--- src/rtl/uart_alu_pkg.sv ---
// Shared tags, state encoding and error codes for the UART-to-ALU controller.
package uart_alu_pkg;

   localparam logic [1:0] TAG_OPA = 2'b00;
   localparam logic [1:0] TAG_OPB = 2'b01;
   localparam logic [1:0] TAG_OP  = 2'b10;
   localparam logic [1:0] TAG_CMD = 2'b11;

   typedef enum logic [1:0] {
      IDLE     = 2'd0,
      EXEC     = 2'd1,
      WAIT_ALU = 2'd2,
      SEND     = 2'd3
   } state_t;

   localparam logic [1:0] ERR_TIMEOUT    = 2'b01;
   localparam logic [1:0] ERR_OVERRUN    = 2'b10;
   localparam logic [1:0] ERR_INCOMPLETE = 2'b11;

   // Bits needed to hold a count of 0..max_val, never less than one.
   function automatic int cnt_width(input int max_val);
      return (max_val < 2) ? 1 : $clog2(max_val + 1);
   endfunction

endpackage

--- src/rtl/uart_alu_timeout.sv ---
// Reloadable saturating counter; o_expired flags the enabled cycle on which
// the count reaches LIMIT, so the caller can act on that same edge.
module uart_alu_timeout #(
   parameter int NB_CNT = 10,
   parameter int LIMIT  = 1000
) (
   input  logic i_clk,
   input  logic i_reset_n,
   input  logic i_clear,
   input  logic i_enable,
   output logic o_expired
);

   localparam logic [NB_CNT-1:0] LAST = NB_CNT'(LIMIT - 1);
   localparam logic [NB_CNT-1:0] SAT  = NB_CNT'(LIMIT);

   logic [NB_CNT-1:0] cnt;

   assign o_expired = i_enable && !i_clear && (cnt == LAST);

   // NOTE: sequential state uses non-blocking assignments so every register samples pre-edge values.
   always_ff @(posedge i_clk or negedge i_reset_n) begin
      if (!i_reset_n) begin
         cnt <= '0;
      end else if (i_clear) begin
         cnt <= '0;
      end else if (i_enable && (cnt != SAT)) begin
         cnt <= cnt + 1'b1;
      end
   end

endmodule

--- src/rtl/uart_alu_ctrl.sv ---
// Decodes tagged UART words into ALU operands/opcode, launches the ALU and
// forwards the result to the UART transmitter, with timeout/overrun reporting.
module uart_alu_ctrl
   import uart_alu_pkg::*;
#(
   parameter int NB_DATA        = 8,
   parameter int NB_OP          = 6,
   parameter int NB_TAG         = 2,
   parameter int NB_FULL_DATA   = NB_TAG + NB_DATA,
   parameter int AUTO_EXEC      = 1,
   parameter int ALU_LATENCY    = 1,
   parameter int TIMEOUT_CYCLES = 1000,
   parameter int NB_TIMEOUT     = 10
) (
   input  logic                    i_clk,
   input  logic                    i_reset_n,
   input  logic [NB_FULL_DATA-1:0] i_rx_data,
   input  logic                    i_rx_valid,
   input  logic [NB_DATA-1:0]      i_alu_result,
   input  logic                    i_tx_busy,
   output logic [NB_DATA-1:0]      o_operand1,
   output logic [NB_DATA-1:0]      o_operand2,
   output logic [NB_OP-1:0]        o_opcode,
   output logic                    o_alu_valid,
   output logic [NB_DATA-1:0]      o_tx_data,
   output logic                    o_tx_start,
   output logic                    o_busy,
   output logic                    o_error,
   output logic [1:0]              o_err_code
);

   localparam int NB_LAT = cnt_width(ALU_LATENCY);

   state_t              state;
   logic                flag_a;
   logic                flag_b;
   logic                flag_op;
   logic [NB_TAG-1:0]   rx_tag;
   logic [NB_DATA-1:0]  rx_payload;
   logic                is_cmd;
   logic                all_next;
   logic                frame_active;
   logic                frame_expired;
   logic                lat_expired;

   assign rx_tag     = i_rx_data[NB_FULL_DATA-1 -: NB_TAG];
   assign rx_payload = i_rx_data[NB_DATA-1:0];
   assign is_cmd     = (rx_tag == TAG_CMD);

   // Flags as they would stand after the current word is decoded.
   assign all_next = (flag_a  || (rx_tag == TAG_OPA)) &&
                     (flag_b  || (rx_tag == TAG_OPB)) &&
                     (flag_op || (rx_tag == TAG_OP));

   assign frame_active = (AUTO_EXEC != 0) && (state == IDLE) && (flag_a || flag_b || flag_op);
   assign o_busy       = (state != IDLE);

   uart_alu_timeout #(
      .NB_CNT (NB_TIMEOUT),
      .LIMIT  (TIMEOUT_CYCLES)
   ) u_frame_timeout (
      .i_clk     (i_clk),
      .i_reset_n (i_reset_n),
      .i_clear   (i_rx_valid || !frame_active),
      .i_enable  (frame_active && !i_rx_valid),
      .o_expired (frame_expired)
   );

   uart_alu_timeout #(
      .NB_CNT (NB_LAT),
      .LIMIT  (ALU_LATENCY)
   ) u_alu_latency (
      .i_clk     (i_clk),
      .i_reset_n (i_reset_n),
      .i_clear   (state != WAIT_ALU),
      .i_enable  (state == WAIT_ALU),
      .o_expired (lat_expired)
   );

   always_ff @(posedge i_clk or negedge i_reset_n) begin
      if (!i_reset_n) begin
         state       <= IDLE;
         flag_a      <= 1'b0;
         flag_b      <= 1'b0;
         flag_op     <= 1'b0;
         o_operand1  <= '0;
         o_operand2  <= '0;
         o_opcode    <= '0;
         o_alu_valid <= 1'b0;
         o_tx_data   <= '0;
         o_tx_start  <= 1'b0;
         o_error     <= 1'b0;
         o_err_code  <= '0;
      end else begin
         o_alu_valid <= 1'b0;
         o_error     <= 1'b0;

         case (state)
            IDLE: begin
               if (i_rx_valid) begin
                  case (rx_tag)
                     TAG_OPA: begin
                        o_operand1 <= rx_payload;
                        flag_a     <= 1'b1;
                     end
                     TAG_OPB: begin
                        o_operand2 <= rx_payload;
                        flag_b     <= 1'b1;
                     end
                     TAG_OP: begin
                        o_opcode <= rx_payload[NB_OP-1:0];
                        flag_op  <= 1'b1;
                     end
                     default: begin
                        if (rx_payload[0]) begin
                           flag_a  <= 1'b0;
                           flag_b  <= 1'b0;
                           flag_op <= 1'b0;
                        end else if (AUTO_EXEC == 0) begin
                           // Manual mode keeps flags so operands can be reused.
                           if (flag_a && flag_b && flag_op) begin
                              state       <= EXEC;
                              o_alu_valid <= 1'b1;
                           end else begin
                              o_error    <= 1'b1;
                              o_err_code <= ERR_INCOMPLETE;
                           end
                        end
                     end
                  endcase

                  if ((AUTO_EXEC != 0) && !is_cmd && all_next) begin
                     state       <= EXEC;
                     o_alu_valid <= 1'b1;
                     flag_a      <= 1'b0;
                     flag_b      <= 1'b0;
                     flag_op     <= 1'b0;
                  end
               end else if (frame_expired) begin
                  flag_a     <= 1'b0;
                  flag_b     <= 1'b0;
                  flag_op    <= 1'b0;
                  o_error    <= 1'b1;
                  o_err_code <= ERR_TIMEOUT;
               end
            end

            EXEC: state <= WAIT_ALU;

            WAIT_ALU: begin
               if (lat_expired) begin
                  o_tx_data  <= i_alu_result;
                  o_tx_start <= !i_tx_busy;
                  state      <= SEND;
               end
            end

            SEND: begin
               // The start pulse is visible while still in SEND, then we leave.
               if (o_tx_start) begin
                  o_tx_start <= 1'b0;
                  state      <= IDLE;
               end else if (!i_tx_busy) begin
                  o_tx_start <= 1'b1;
               end
            end

            default: state <= IDLE;
         endcase

         if ((state != IDLE) && i_rx_valid) begin
            o_error    <= 1'b1;
            o_err_code <= ERR_OVERRUN;
         end
      end
   end

endmodule

--- config.mk ---
export PLATFORM = sky130hd
export DESIGN_NAME = uart_alu_ctrl
export DESIGN_NICKNAME = d
export VERILOG_FILES = /design/src/rtl/uart_alu_pkg.sv /design/src/rtl/uart_alu_timeout.sv /design/src/rtl/uart_alu_ctrl.sv
export SDC_FILE = /design/constraint.sdc
export NUM_CORES = 1
export LEC_CHECK = 0
export ABC_AREA = 0
export BUFFER_PORTS_ARGS = -buffer_cell sky130_fd_sc_hd__buf_2
export CAP_MARGIN = 20
export CORE_MARGIN = 1.5
export CORE_UTILIZATION = 45
export DETAILED_ROUTE_END_ITERATION = 8
export PLACE_DENSITY_LB_ADDON = 0.12
export SLEW_MARGIN = 20
export SYNTH_ARGS = -nofsm -noshare
export SYNTH_HDL_FRONTEND = slang
export SYNTH_HIERARCHICAL = 1
export SYNTH_SLANG_ARGS = --single-unit
--- constraint.sdc ---
create_clock -name i_clk -period 3.25 [get_ports i_clk]
set_clock_uncertainty 0.1 [all_clocks]
set_input_delay 0.1625 -clock i_clk [delete_from_list [all_inputs] [get_ports i_clk]]
set_output_delay 0.1625 -clock i_clk [all_outputs]
set_load 0.05 [all_outputs]
==> impl_results.md, run 1 <==
* Crit path max fanout at 9
* Post-route non-filler standard cell count at ~350
* Number of synthesis warnings at 6
* Final hold vios at 0
* Clock slew at the register clock pins of the worst setup and hold paths at ~0.09 ns
* Post-Route WL at 4880 µm
* Total clock sinks at 51
* Cell Area, Synth at between 2000 and 2500 µm²
* Mean Syn Cell Area at about 12 µm²
* Routed Antenna Nets at 0
* Clock share of power at approximately an eighth
* Dominant synthesized flop cell: dfrtp_1
* Vias at 1898
* Max IR drop VDD at around 0.7 mV
* Cell count after placement at ~340
* Vias in the first global route at 1873
* H-tree levels at 2
* Worst slack, placed at 0.642 ns
* Net Sw Frac at between 40% and 50%
* Area growth from synthesis to layout at 23.4%
* Combinational power share at 52.3%
* Largest net degree at the start of global routing at 28
* Pint at roughly 0.0015 W
* TritonCTS Buffers at 5
* Antenna violations before repair at 0
* HP Class: in2reg
* Yosys top cell by area: dfrtp_1
* Mean routed wirelength per cell at about 14 µm
* Critical path type: reg2reg
* Total of max-cap violations at 0
* FFs w/ async S/R, synth at 100%
* GRT Total Usage at 17.7%
* Slew @ Worst Pin at 0.574 ns
* Clock buffer depth at 2
* Flop pwr share at between 30% and 40%
* Status: finished, final reports clean
* Starting DRT DRC Count at 94
* CTS tree: built
* Post-synthesis sequential area ratio at 52.4%
* Final cycle utilization of the critical path at 81.0%
* Clock Root Buffer: clkbuf_8
* Syn Nets at 241
* Starting Density at between 40% and 50%
* CP dominant cell by count: inv_1
* Unique masters post-synth at 41
* Static leakage at 1.40 nW
* Psw at between 0.001 and 0.0015 W
* CP max stage cell: or3_1
* Syn Inst Count at 210
* I/O Pins at 58
* RePlAce Congestion at 0.825
* Most common library cells after synthesis: dfrtp_1 (51), mux2_2 (27), nand2_1 (13), o21ai_0 (13), inv_1 (12)
* Xor/xnor share of the synthesized area at 0.720%
* FP Rows at 26
* Post-route cell area at 3000 µm²
* Post-synth top area share at 52.4%
* WP data required at 3.39 ns
* Die X at 76.5 µm
* Worst Setup End Kind: flop
* Core box area at 5170 µm²
* Layout Nets at 314
* DRC viols at 0
* Final slew viol count at 0
* Most numerous cell in the Yosys netlist: dfrtp_1
* Pwr dens at 961 nW/µm²
* Crit path time final at 2.63 ns
* Area after DPL at 2810 µm²
* Die span in y at between 70 and 80 µm
* Synth Area in Adders at 4.63%
* DR pass1 iterations at 4
* Max Freq at roughly 380 MHz
* First-pass GRT wire length at 8490 µm
* Area contributors post-synth: dfrtp_1 (52%), mux2_2 (12%), ha_1 (4.6%)
* Total power at 0.00289 W
* Setup-failing EPs final at 0
* Vias per cell at around 5.4
* Crit path DAT at around 2.8 ns
* EDFF count, synth at 0
* Synth Register Bits at between 50 and 60
* Cell chain of the critical path: inv_1, ha_1, inv_1, or3_1, inv_1, nand4_1, nor3_1, o21ai_0, or3_1, nand3_1
* Crit start category: flop
* Dpl hpwl at 3480 µm
* I/O Buffers at 57
* Setup TNS at 0 ns
* Largest family of logic cells by synthesized area: simple AND/OR/NAND/NOR gates
* DIE AREA at roughly 5900 µm²
* N_diodes at 0
* Skew-Pair Late Insertion Delay at 0.30 ns
* Unrepaired setup endpoints after global routing: false
* CP max stage delay at 0.49 ns
* Slew margin rel. at between 60% and 70%
* Setup Fix Bufs, Post-CTS at 0
* Share of post-route cells with drive strength above 1 at 34.9%
* Setup WS post-layout at a little over 0.6 ns
* Synth Area in Simple Gates at between 10% and 20%
* Mux contribution to synthesized area at 13.4%
* Grt total ovfl at 0
* Compound-Gate Fraction of Synth Area at approximately 12%
## logic make-up after synthesis
group | count (synthesis)
DFF | 51
and+or+nand+nor | 62
buffers and inverters | 16
muxes | 29
xor gates and xnor gates | 2
adders and majority gates | 9
AOI/OAI and AO/OA | 41
## stage by stage
step | utilization (%) | hold WS, ns
finish | 58.1 | 0.00744
global route | 58.1 | 0.00404
CTS | 58.1 | 0.00371
detailed placement | 54.3 | 0.0975
global placement | 54.3 | 0.0973
floorplan | - | -0.233
## layer usage
metal	routed length (µm)	track usage, %	part of all wire, %
met1	2270	22.7	47
met2	2240	29.4	46
met3	308	4.07	6.3
met4	62	6.48	1.3
met5	0	0	0
## final timing paths
kind	start	to	slack (ns)	cells past startpoint
setup / recovery	state[0]$_DFFE_PN0P_	flag_op$_DFFE_PN0P_	0.62	10
hold / removal	i_alu_result[4]	o_tx_data[4]$_DFFE_PN0P_	0.007	2
setup reg to reg	state[0]$_DFFE_PN0P_	flag_op$_DFFE_PN0P_	0.62	10
hold reg to reg	o_operand2[0]$_DFFE_PN0P_	o_operand2[0]$_DFFE_PN0P_	0.39	2
max in group asynchronous	i_reset_n	o_operand2[5]$_DFFE_PN0P_	2.01	3
min in group asynchronous	i_reset_n	o_tx_data[3]$_DFFE_PN0P_	0.28	2
## final cells by class
| type | instances | area, µm² |
|---|---|---|
| fill | 442 | 2170 |
| sequential | 51 | 1280 |
| multi-input combinational | 143 | 1090 |
| timing repair buffer | 70 | 408 |
| tap | 70 | 87.6 |
| clock buffer | 7 | 86.3 |
| inverter | 12 | 45.0 |
| clock inverter | 1 | 8.76 |
## power by group through the flow
stage / Sequential, W / Combinational, W / Clock (W)
3_3_place_gp: 0.00101 / 0.00149 / 0
4_1_cts: 0.00100 / 0.00152 / 0.000391
2_1_floorplan: 0.00170 / 0.000470 / 0
5_1_grt: 0.00104 / 0.00159 / 0.000410
6_report: 0.00100 / 0.00151 / 0.000375
3_5_place_dp: 0.00101 / 0.00151 / 0
## worst max-delay path: cells and delay by family, from the launching register on
family                   cells  cell delay (ns)
AND/OR/NAND/NOR              5             1.28
flip-flops                   1             0.41
adder cells (fa/ha/maj)      1             0.16
AO/OA/AOI/OAI                1             0.18
buffers and inverters        3             0.44
## sequential cells by signal, indices dropped and copies added, names as in the netlist
| signal | flops |
|---|---|
| state | 2 |
| u_alu_latency/cnt | 1 |
| o_tx_data | 8 |
| o_error | 1 |
| flag_a | 1 |
| flag_op | 1 |
| o_operand2 | 8 |
| flag_b | 1 |
| o_err_code | 2 |
| o_tx_start | 1 |
| u_frame_timeout/cnt | 10 |
| o_opcode | 6 |
| o_alu_valid | 1 |
| o_operand1 | 8 |
## repair_timing
action / CTS / global route
gates resized for setup: 0 / 0
hold buffers: 10 / 0
endpoints found under the hold margin: 36 / 0
## cell usage in the layout, fill, tap and decap left out, types with 2 or more instances in the layout
cell	instances
or4_1	5
nor3_1	4
clkbuf_8	6
xor2_1	2
or3_1	7
a21oi_1	8
dlygate4sd3_1	10
o311a_1	2
o31ai_1	2
buf_2	57
nand2_1	13
nor2_1	9
nand2b_1	5
nand4_2	2
inv_1	12
o21ai_0	13
mux2_2	27
nand3_1	5
nor2b_1	3
nand4_1	3
nand4b_1	2
ha_1	9
dfrtp_1	51
buf_4	3
o2111ai_1	5
Note: power is estimated with default switching activity, not from simulation.
==> inputs of run 2 (changes only) <==
ABC_AREA = 1   (was 0)
clock period = 2.1 ns   (was 3.25 ns; I/O delays follow)
==> impl_results.md, run 2 <==
* FFs w/ async S/R, synth at 100%
* Psw at between 0.002 and 0.0025 W
* Yosys top cell by area: dfrtp_1
* Clock slew at the register clock pins of the worst setup and hold paths at 0.10 ns
* DR pass1 iterations at 4
* Clock share of power at 15.8%
* Mean Syn Cell Area at approximately 8.7 µm²
* Most numerous cell in the Yosys netlist: nand2_1
* Core box area at between 5000 and 6000 µm²
* WP data required at 2.20 ns
* Most common library cells after synthesis: nand2_1 (79), dfrtp_1 (51), inv_1 (42), nor2_1 (17), nand3_1 (16)
* Clock buffer depth at 2
* Biggest register: u_frame_timeout/cnt
* Most frequent cells in the layout: nand2_1 (79), buf_2 (57), dfrtp_1 (51)
* Dominant synthesized flop cell: dfrtp_1
* Largest net degree at the start of global routing at 29
* Routed Antenna Nets at 0
* Post-synthesis sequential area ratio at 49.3%
* Pwr dens at 1370 nW/µm²
* H-tree levels at 2
* Total clock sinks at 51
* DIE AREA at 6210 µm²
* RePlAce Congestion at 0.794
* Die span in y at 78.8 µm
* Post-synth top area share at 49.3%
* I/O Buffers at 57
* GRT Total Usage at 18.2%
* Commonest non-fill, non-tap cell in the layout: nand2_1
* Skew-Pair Late Insertion Delay at between 0.3 and 0.4 ns
* Die X at 78.8 µm
* TritonCTS Buffers at 5
* CP max stage cell: dfrtp_1
* Cell chain of the critical path: inv_2, ha_1, inv_1, inv_2, nand2_2, nor2_2, nand2_1, mux2_2
* Fillers at approximately 520
* Total power at 0.00451 W
* Crit path time final at 1.91 ns
* Status: finished, final reports clean
* HP Class: in2reg
* Area contributors post-synth: dfrtp_1 (49%), nand2_1 (11%), inv_1 (6.1%)
* First-pass GRT wire length at 9000 µm
* Final hold vios at 0
* EDFF count, synth at 0
* Syn Nets at approximately 330
* Combinational power share at 51.1%
* Final slew viol count at 0
* FP Rows at 27
* Crit path DAT at roughly 2 ns
* Vias per cell at 4.76
* Pint at 0.00230 W
* Area growth from synthesis to layout at 27.5%
* Crit start category: flop
* Slew @ Worst Pin at 0.569 ns
* DRC viols at 0
* Number of synthesis warnings at 6
* Util after Layout at around 60%
* Max Freq at 522 MHz
* Syn Inst Count at about 300
* Worst Setup End Kind: flop
* Static leakage at 1.75 nW
* Antenna violations before repair at 0
* N_diodes at 0
* Final cycle utilization of the critical path at approximately nine tenths
* FF-to-FF path depth at 8
* Vias at roughly 2.2k
* Critical path type: reg2reg
* Share of post-route cells with drive strength above 1 at roughly a third
* Total of max-cap violations at 0
* Cell Area, Synth at about 2600 µm²
* Crit path max fanout at 10
* Grt total ovfl at 0
* CP max stage delay at 0.42 ns
* Vias in the first global route at around 2k
* CTS tree: built
* Starting Density at 46.7%
* CP dominant cell by count: inv_2
* Setup-failing EPs final at 0
* Unique masters post-synth at 26
* Slew margin rel. at 62.1%
* Max IR drop VDD at 0.831 mV
* Flop pwr share at 33.1%
* I/O Pins at 58
* Synth Register Bits at 51
* Clock Root Buffer: clkbuf_8
* Net Sw Frac at 49.0%
* Max reg flops at 10
* Layout Nets at around 410
* Mean routed wirelength per cell at 11.9 µm
* Post-Route WL at around 5400 µm
* Min-Delay Path Depth at 3
* Starting DRT DRC Count at 48
* Dpl hpwl at roughly 3800 µm
[run 2: cell count changes in the layout (fill, tap and decap cells not counted), sizes merged, moves of 11 or more]
cell / delta
nor2: +11
o21ai: +18
nand3: +12
nand2: +74
inv: +34
mux2: -20
[run 2: per-stage QoR]
step / instance area (µm²) / setup TNS [ns] / instances / worst slack, ns / hold WS [ns]
final: 3300 / 0 / 454 / 0.186 / 0.0380
after global routing: 3300 / -0.0257 / 454 / -0.0217 / 0.0525
after CTS: 3250 / 0 / 451 / 0.0512 / 0.0340
after detailed placement: 2960 / 0 / 426 / 0.0559 / 0.0326
after global placement: 2960 / 0 / 426 / 0.146 / 0.0318
after floorplan: 2590 / 0 / 297 / 0.0600 / -0.291
[run 2: power groups by stage]
stage | combinational [W] | clock, W | sequential, W
detailed placement | 0.00224 | 0 | 0.00150
global route | 0.00246 | 0.000764 | 0.00153
finish | 0.00231 | 0.000713 | 0.00149
floorplan | 0.000765 | 0 | 0.00247
global placement | 0.00221 | 0 | 0.00150
CTS | 0.00226 | 0.000735 | 0.00149
[run 2: worst paths after layout]
path                                            from  slack, ns                         to
min                                     i_rx_data[0]       0.04    o_opcode[0]$_DFFE_PN0P_
max                             state[0]$_DFFE_PN0P_       0.19   o_tx_data[1]$_DFFE_PN0P_
min reg2reg                o_operand1[1]$_DFFE_PN0P_       0.39  o_operand1[1]$_DFFE_PN0P_
min in group asynchronous                  i_reset_n       0.22  o_err_code[1]$_DFFE_PN0P_
max in group asynchronous                  i_reset_n       1.14  o_operand2[0]$_DFFE_PN0P_
max reg2reg                     state[0]$_DFFE_PN0P_       0.19   o_tx_data[1]$_DFFE_PN0P_
[run 2: routing by layer]
| metal | GRT usage, % | vias up | share of wire, % |
|---|---|---|---|
| met5 | 0 | - | 0 |
| met4 | 4.56 | 0 | 0.89 |
| met3 | 3.56 | 6 | 3.7 |
| met2 | 30.7 | 40 | 48 |
| met1 | 24.1 | 1004 | 47 |
| li1 | - | 1111 | - |
[run 2: cell type report]
type	instances	area [µm²]	area share, %
Sequential cell	51	1280	38.7
Clock inverter	3	47.5	1.44
Clock buffer	5	68.8	2.09
Multi-Input combinational cell	195	1120	33.9
Tap cell	72	90.1	2.73
Timing Repair Buffer	81	520	15.8
Inverter	47	178	5.38
[run 2: cell families (layout without fill, tap and decap cells)]
| group | after synthesis | in the layout | synth area share [%] |
|---|---|---|---|
| AOI/OAI and AO/OA | 43 | 43 | 11.1 |
| xor gates and xnor gates | 2 | 2 | 0.677 |
| adders and majority gates | 9 | 9 | 4.35 |
| buffers and inverters | 51 | 136 | 8.46 |
| DFF | 51 | 51 | 49.3 |
| muxes | 8 | 8 | 3.48 |
| and+or+nand+nor | 133 | 133 | 22.6 |
[run 2: worst max-delay path, delay by kind of cell (launching register included)]
kind / cells / cell delay [ns]
adders and majority gates: 1 / 0.21
buffers and inverters: 3 / 0.25
and+or+nand+nor: 3 / 0.45
DFF: 1 / 0.42
muxes: 1 / 0.36
[run 2: repair_timing]
item | in CTS | in global routing
resized for setup | 0 | 9
endpoints found under the setup margin | 0 | 12
buffers inserted | 0 | 3
hold buffers | 17 | 0
hold endpoints to repair | 50 | 0
